`config.mk`:
```
export PLATFORM = sky130hd
export DESIGN_NAME = dmem_arbiter
export DESIGN_NICKNAME = d
export VERILOG_FILES = /design/src/rtl/dmem_arbiter.sv
export SDC_FILE = /design/constraint.sdc
export NUM_CORES = 1
export LEC_CHECK = 0
export BUFFER_PORTS_ARGS = -buffer_cell sky130_fd_sc_hd__buf_2
export CORE_MARGIN = 2
export CORE_UTILIZATION = 45
export DETAILED_ROUTE_END_ITERATION = 10
export PLACE_DENSITY = 0.79
export SLEW_MARGIN = 20
export SYNTH_ARGS = -nofsm -noshare
export SYNTH_HDL_FRONTEND = slang
export SYNTH_SLANG_ARGS = --single-unit
export TNS_END_PERCENT = 100
```
`constraint.sdc`:
```
create_clock -name clk -period 2.2 [get_ports clk]
set_input_delay 0.22 -clock clk [delete_from_list [all_inputs] [get_ports clk]]
set_output_delay 0.22 -clock clk [all_outputs]
set_load 0.1 [all_outputs]
```
`src/rtl/dmem_arbiter.sv`:
```
// dmem_arbiter: round-robin two-port arbiter that sequences single-word accesses to DataMemory.
// Ports:
//   clk, rst_n                           clock, asynchronous active-low reset
//   pN_req/pN_rw/pN_addr/pN_wdata (N=0,1) request held until pN_ack; rw=1 write
//   pN_ack/pN_err/pN_rdata               one-cycle completion pulse, error flag, read data
//   mem_valid/mem_rw/mem_addr/mem_wr_data DataMemory request
//   mem_rd_data/mem_ready                DataMemory response
module dmem_arbiter #(
    parameter int unsigned ADDR_LIMIT = 4112,
    parameter int unsigned TIMEOUT    = 15
) (
    input  logic        clk,
    input  logic        rst_n,
    input  logic        p0_req,
    input  logic        p0_rw,
    input  logic [31:0] p0_addr,
    input  logic [31:0] p0_wdata,
    output logic        p0_ack,
    output logic        p0_err,
    output logic [31:0] p0_rdata,
    input  logic        p1_req,
    input  logic        p1_rw,
    input  logic [31:0] p1_addr,
    input  logic [31:0] p1_wdata,
    output logic        p1_ack,
    output logic        p1_err,
    output logic [31:0] p1_rdata,
    output logic        mem_valid,
    output logic        mem_rw,
    output logic [31:0] mem_addr,
    output logic [31:0] mem_wr_data,
    input  logic [31:0] mem_rd_data,
    input  logic        mem_ready
);
    typedef enum logic [1:0] {IDLE, ISSUE, WAIT, RESP} state_t;
    state_t      state_q;
    logic        last_q;
    logic        win_q;
    logic        bad_q;
    logic [7:0]  timer_q;
    logic        win_d;
    logic        sel_rw_d;
    logic [31:0] sel_addr_d;
    logic [31:0] sel_wdata_d;
    logic        rsp_d;
    logic        rsp_err_d;
    logic [31:0] rsp_data_d;

    always_comb begin
        // Contention goes to the port that did not win last time.
        win_d       = (p0_req && p1_req) ? ~last_q : p1_req;
        sel_rw_d    = win_d ? p1_rw : p0_rw;
        sel_addr_d  = win_d ? p1_addr : p0_addr;
        sel_wdata_d = win_d ? p1_wdata : p0_wdata;
        // A rejected address spends its ISSUE slot idle, so its error lands one cycle before a real access would.
        rsp_d       = (state_q == ISSUE && bad_q) ||
                      (state_q == WAIT && (mem_ready || timer_q == 8'(TIMEOUT - 1)));
        rsp_err_d   = state_q == ISSUE || !mem_ready;
        rsp_data_d  = (state_q == WAIT && mem_ready && !mem_rw) ? mem_rd_data : '0;
    end

    always_ff @(posedge clk or negedge rst_n) begin
        if (!rst_n) begin
            state_q     <= IDLE;
            last_q      <= 1'b1;
            win_q       <= 1'b0;
            bad_q       <= 1'b0;
            timer_q     <= '0;
            p0_ack      <= 1'b0;
            p0_err      <= 1'b0;
            p0_rdata    <= '0;
            p1_ack      <= 1'b0;
            p1_err      <= 1'b0;
            p1_rdata    <= '0;
            mem_valid   <= 1'b0;
            mem_rw      <= 1'b0;
            mem_addr    <= '0;
            mem_wr_data <= '0;
        end else begin
            p0_ack    <= rsp_d && !win_q;
            p1_ack    <= rsp_d && win_q;
            p0_err    <= rsp_d && !win_q && rsp_err_d;
            p1_err    <= rsp_d && win_q && rsp_err_d;
            p0_rdata  <= win_q ? '0 : rsp_data_d;
            p1_rdata  <= win_q ? rsp_data_d : '0;
            mem_valid <= 1'b0;
            case (state_q)
                IDLE: if (p0_req || p1_req) begin
                    win_q       <= win_d;
                    last_q      <= win_d;
                    mem_rw      <= sel_rw_d;
                    mem_addr    <= sel_addr_d;
                    mem_wr_data <= sel_wdata_d;
                    bad_q       <= sel_addr_d >= ADDR_LIMIT;
                    mem_valid   <= sel_addr_d < ADDR_LIMIT;
                    state_q     <= ISSUE;
                end
                ISSUE: begin
                    timer_q <= '0;
                    state_q <= bad_q ? RESP : WAIT;
                end
                WAIT: begin
                    timer_q <= timer_q + 8'd1;
                    if (rsp_d) state_q <= RESP;
                end
                default: state_q <= IDLE;
            endcase
        end
    end
endmodule
```
# Yosys cells after proc, flatten, opt, wreduce, memory -nomap -nowiden
# Index checks and enable logic that the tools add are counted.
# W data, S select, Z words.
# word_totals
word_cells	58
out_inout_bits	134
regBits	147
input_bits	167
# op_classes
eq_ne	5
n_mux	14
order_cmp	2
add_sub_neg	1
bitwise	1
reduce_logical	20
# op_table
operator	count
$mux W32	5
$ge A32 B13 Y1 const B	1
$lt A32 B13 Y1 const B	1
$pmux W8 S2	1
$logic_and A1 B1 Y1	9
$add A8 B1 Y8 const B	1
$eq A8 B4 Y1 const B	1
$pmux W2 S3	1
$mux W1	5
$logic_or A1 B1 Y1	4
$mux W2	2
$ne A2 B2 Y1 const B	2
$reduce_and A2 Y1	2
$logic_not A1 Y1	3
$eq A2 B1 Y1 const B	1
$eq A2 B2 Y1 const B	1
$logic_not A2 Y1	1
$reduce_bool A2 Y1	1
$not A1 Y1	1

# Logic depth before layout (Yosys ltp)
# logic_depth
ltp_word	6
ltp_mapped	7
ltp_nobuf	6

# Worst setup path before layout
# No wires, ideal clock.
# synth_path
kind	register to register
startpoint	register timer_q[0]
endpoint	register state_q[0]
period_less_slack_ns	1.683
path_slack_ns	0.517
required_ns	2.072
setup_time_ns	0.128
path_stages_with_launch	7
path_buffers	0
t_arrival_ns	1.555
cell_sequence	dfrtp_1 inv_1 ha_1 nor4bb_1 a31oi_1 a32oi_2 mux2_1
# synth_via
elab_chain_len	6
# synth_rtl
item	line_no	source
start: declaration	40	logic [7:0] timer_q;
start signal: assignment	103	timer_q <= timer_q + 8'd1;
$eq A8 B4 Y1	57	(state_q == WAIT && (mem_ready || timer_q == 8'(TIMEOUT - 1)));
$logic_or A1 B1 Y1	57	
$logic_and A1 B1 Y1	57	
$logic_or A1 B1 Y1	56	rsp_d = (state_q == ISSUE && bad_q) ||
$ne A2 B2 Y1 (no source line)	--	
$reduce_and A2 Y1 (no source line)	--	
end signal: assignment	100	state_q <= bad_q ? RESP : WAIT;
end: declaration	36	state_t state_q;
# No other way between the ends.
# A chain may end at the register's enable or synchronous reset.

# Worst setup path in the final report
# layout_path
startpoint	register state_q[1]
endpoint	register mem_wr_data[4]
# layout_via
elab_chain_len	2
# layout_rtl
item	line_no	source
$logic_not A2 Y1	87	case (state_q)
$reduce_and A2 Y1 (no source line)	--	
end signal: assignment	93	mem_wr_data <= sel_wdata_d;
end: declaration	31	output logic [31:0] mem_wr_data,
# No other way between the ends.

==> impl_metrics.csv <==
group,metric,value,unit
clock_tree,clk_latency,420,ps
cells_and_area,n_antenna_cell,0,
global_routing,grt_start_max_net_pins,60,
drt,firstDrtPassIters,5,
status,status,"finished clean",
clock_tree,clockRootBuffer,"clkbuf_16",
placed_design,gp_congestion,0.846,
synthesis,synth_flop_cell,"dfrtp_1",
timing,relSlewSlack,64.8,%
drt,dr_total_vias,5394,
pwr,p_leak,4.38,nW
clock_tree,cts_tree,"done",
timing,drv_slew,0,
floorplanning,start_util,45.7,%
drt,route.antenna.remaining_nets,0,
synthesis,synth_warnings,0,
floorplanning,die_x,120,um
timing,setup_violations,0,
cells_and_area,drive_gt1_share,38.6,%
drt,routed_via_density,4.95,
pwr,powerDensity,1790,nW/um2
timing,fmax,520,MHz
worst_setup_path,rr_worst_depth,6,
timing,rsz0062_at_grt,"false",
timing,fin_crit,1920,ps
placed_design,dp_hpwl,12.4,mm
worst_setup_path,crit_arrival,2240,ps
worst_setup_path,crit_required,2520,ps
clock_tree,numCtsBuffers,17,
placed_design,port-buffer-count,300,
global_routing,grt_pass1_wl,26.0,mm
timing,setup_tns,0,ps
floorplanning,core-area,13100,um2
global_routing,grt_usage,23.4,%
drt,route.detailed.drc,0,
synthesis,synthesis.nets,776,
clock_tree,ctsResizeCount,0,
synthesis,ys_types,35,
clock_tree,htree_levels,4,
timing,fin_crit_sh,87.4,%
global_routing,overflow,0,
cells_and_area,final_nets,1073,
timing,whs,16.9,ps
timing,fin_worst_skew,11.7,ps
pwr,ir_drop,0.00120,V
job,drv_cap,0,
clock_tree,clock_path_buffers,2,
synthesis,synth_edf_count,0,
clock_tree,cts.sinks,147,
floorplanning,ios,301,
clock_tree,postCtsSetupBuffers,0,
worst_setup_path,cp-end-kind,"flop",
floorplanning,die_h,120,um
drt,post_drt_wl_per_cell,15.2,um
pwr,power.total,14.9,mW
timing,tightest_slew,531,ps
cells_and_area,area_growth,38.7,%
floorplanning,rows,42,
drt,routed_wl,16.6,mm
min_path,min_path_cells,2,
worst_setup_path,path_max_fanout,49,
clock_tree,path_clk_slew,60,ps
synthesis,synthCells,603,
global_routing,grt_pass1_vias,5102,
global_routing,antenna_found_initial,0,
drt,drtIter0Drc,223,
placed_design,pre_cts_ws,293,ps
worst_setup_path,cp-start-kind,"flop",
floorplanning,fp.dieArea,14300,um2
timing,hold_viol,0,
synthesis,avgSynthCellArea,9.96,um2
worst_setup_path,worstSetupPathType,"flop to flop",
timing,setup_ws,278,ps
synthesis,yosysSeqAreaShare,61.3,%
min_path,min_path_type,"primary input to flop",
synthesis,synth_area,6010,um2
synthesis,async_reset_ff_share,100,%
synthesis,ys_ff_latch,147,
==> area by class of cell <==
type | count | area, um2
Clock inverter | 15 | 146
Fill cell | 1119 | 4810
Tap cell | 176 | 220
Sequential cell | 147 | 3680
Clock buffer | 17 | 425
Multi-Input combinational cell | 413 | 2150
Timing Repair Buffer | 314 | 1680
Inverter | 7 | 26.3
==> sequential cells by signal, summed over array words and instances (netlist names), 2 cells and up <==
register / count
state_q: 2
mem_addr: 32
p0_rdata: 32
mem_wr_data: 32
timer_q: 8
p1_rdata: 32
==> routing by layer <==
| layer | GRT usage [%] | routed length [um] | up-vias | part of all wire (%) |
|---|---|---|---|---|
| met4 | 6.03 | 163 | 0 | 0.98 |
| li1 | - | - | 2602 | - |
| met2 | 40.2 | 8300 | 238 | 50 |
| met5 | 0 | 0 | - | 0 |
| met3 | 7.37 | 1400 | 16 | 8.4 |
| met1 | 28.7 | 6740 | 2538 | 41 |
==> synthesized netlist by cell type (all sizes together) (2+ instances only) <==
master  count  share of area (%)
a32oi       2               0.42
nand3       5               0.42
dfrtp     146                 61
and2       66                6.9
a21oi       4               0.33
clkbuf      8               0.50
ha          6                1.2
nand4       4               0.42
inv         7               0.44
nand2     139                8.7
o21ai       6               0.50
buf        28                2.4
nor2       73                4.6
nor2b       4               0.42
o31ai       2               0.25
nor4       10                1.0
nor3b       2               0.25
nor3        7               0.58
a31oi      66                6.9
a22o        4               0.58
mux2i       2               0.33
==> worst max-delay path: stages, from the launching register on <==
cell and delay [ps]:
dfrtp_1 400, inv_1 110, ha_1 320, nor2b_4 450, buf_12 270, nor2_1 60
a31oi_1 190
==> path summary, 6_finish.rpt <==
path / slack [ps] / startpoint / to
setup / recovery: 280 / state_q[1] / mem_wr_data[4]
hold / removal: 20 / mem_rd_data[22] / p1_rdata[22]
setup reg to reg: 280 / state_q[1] / mem_wr_data[4]
hold reg to reg: 510 / mem_addr[12] / mem_addr[12]
max in group asynchronous: 1240 / rst_n / p0_rdata[27]
min in group asynchronous: 280 / rst_n / mem_addr[22]
==> through the flow <==
stage	utilization (%)	cells	instance area [um2]
after floorplan	-	603	6010
after global placement	59.0	1056	7750
after detailed placement	59.0	1056	7750
after CTS	63.4	1089	8330
after global routing	63.4	1089	8330
final	63.4	1089	8330
==> layout by cell type, fill, tap and decap left out, drive strengths merged <==
master	n
buf	313
dfrtp	146
nand2	139
nor2	73
and2	66
a31oi	66
clkbuf	17
inv	15
nor4	10
nor3	7
o21ai	6
ha	6
nand3	5
nand4	4
a21oi	4
a22o	4
nor2b	4
clkinvlp	3
clkinv	3
o31ai	2
mux2i	2
nor3b	2
a32oi	2
nor4bb	1
o21a	1
a21bo	1
o32ai	1
a21boi	1
and4	1
mux2	1
or3	1
xor2	1
a22oi	1
xnor2	1
bufinv	1
dlygate4sd3	1
dfstp	1
==> cells by family after synthesis <==
kind of cell	count (synthesis)	synth area share [%]
buffers and inverters	43	3.31
adder cells (fa/ha/maj)	6	1.25
flip-flops	147	61.3
multiplexers	3	0.521
XOR/XNOR	2	0.292
AO/OA/AOI/OAI	89	9.71
AND/OR/NAND/NOR	313	23.7
==> timing repair <==
item	CTS	global route
endpoints found under the setup margin	0	0
endpoints found under the hold margin	43	0
hold buffers	1	0
==> where the power goes <==
part	total [mW]	switching, mW	internal (mW)	leakage (nW)
combinational	8.21	6.84	1.38	2.26
clock	2.80	1.21	1.59	0.275
sequential	3.90	0.423	3.48	1.85
Note: power is estimated with default switching activity, not from simulation.
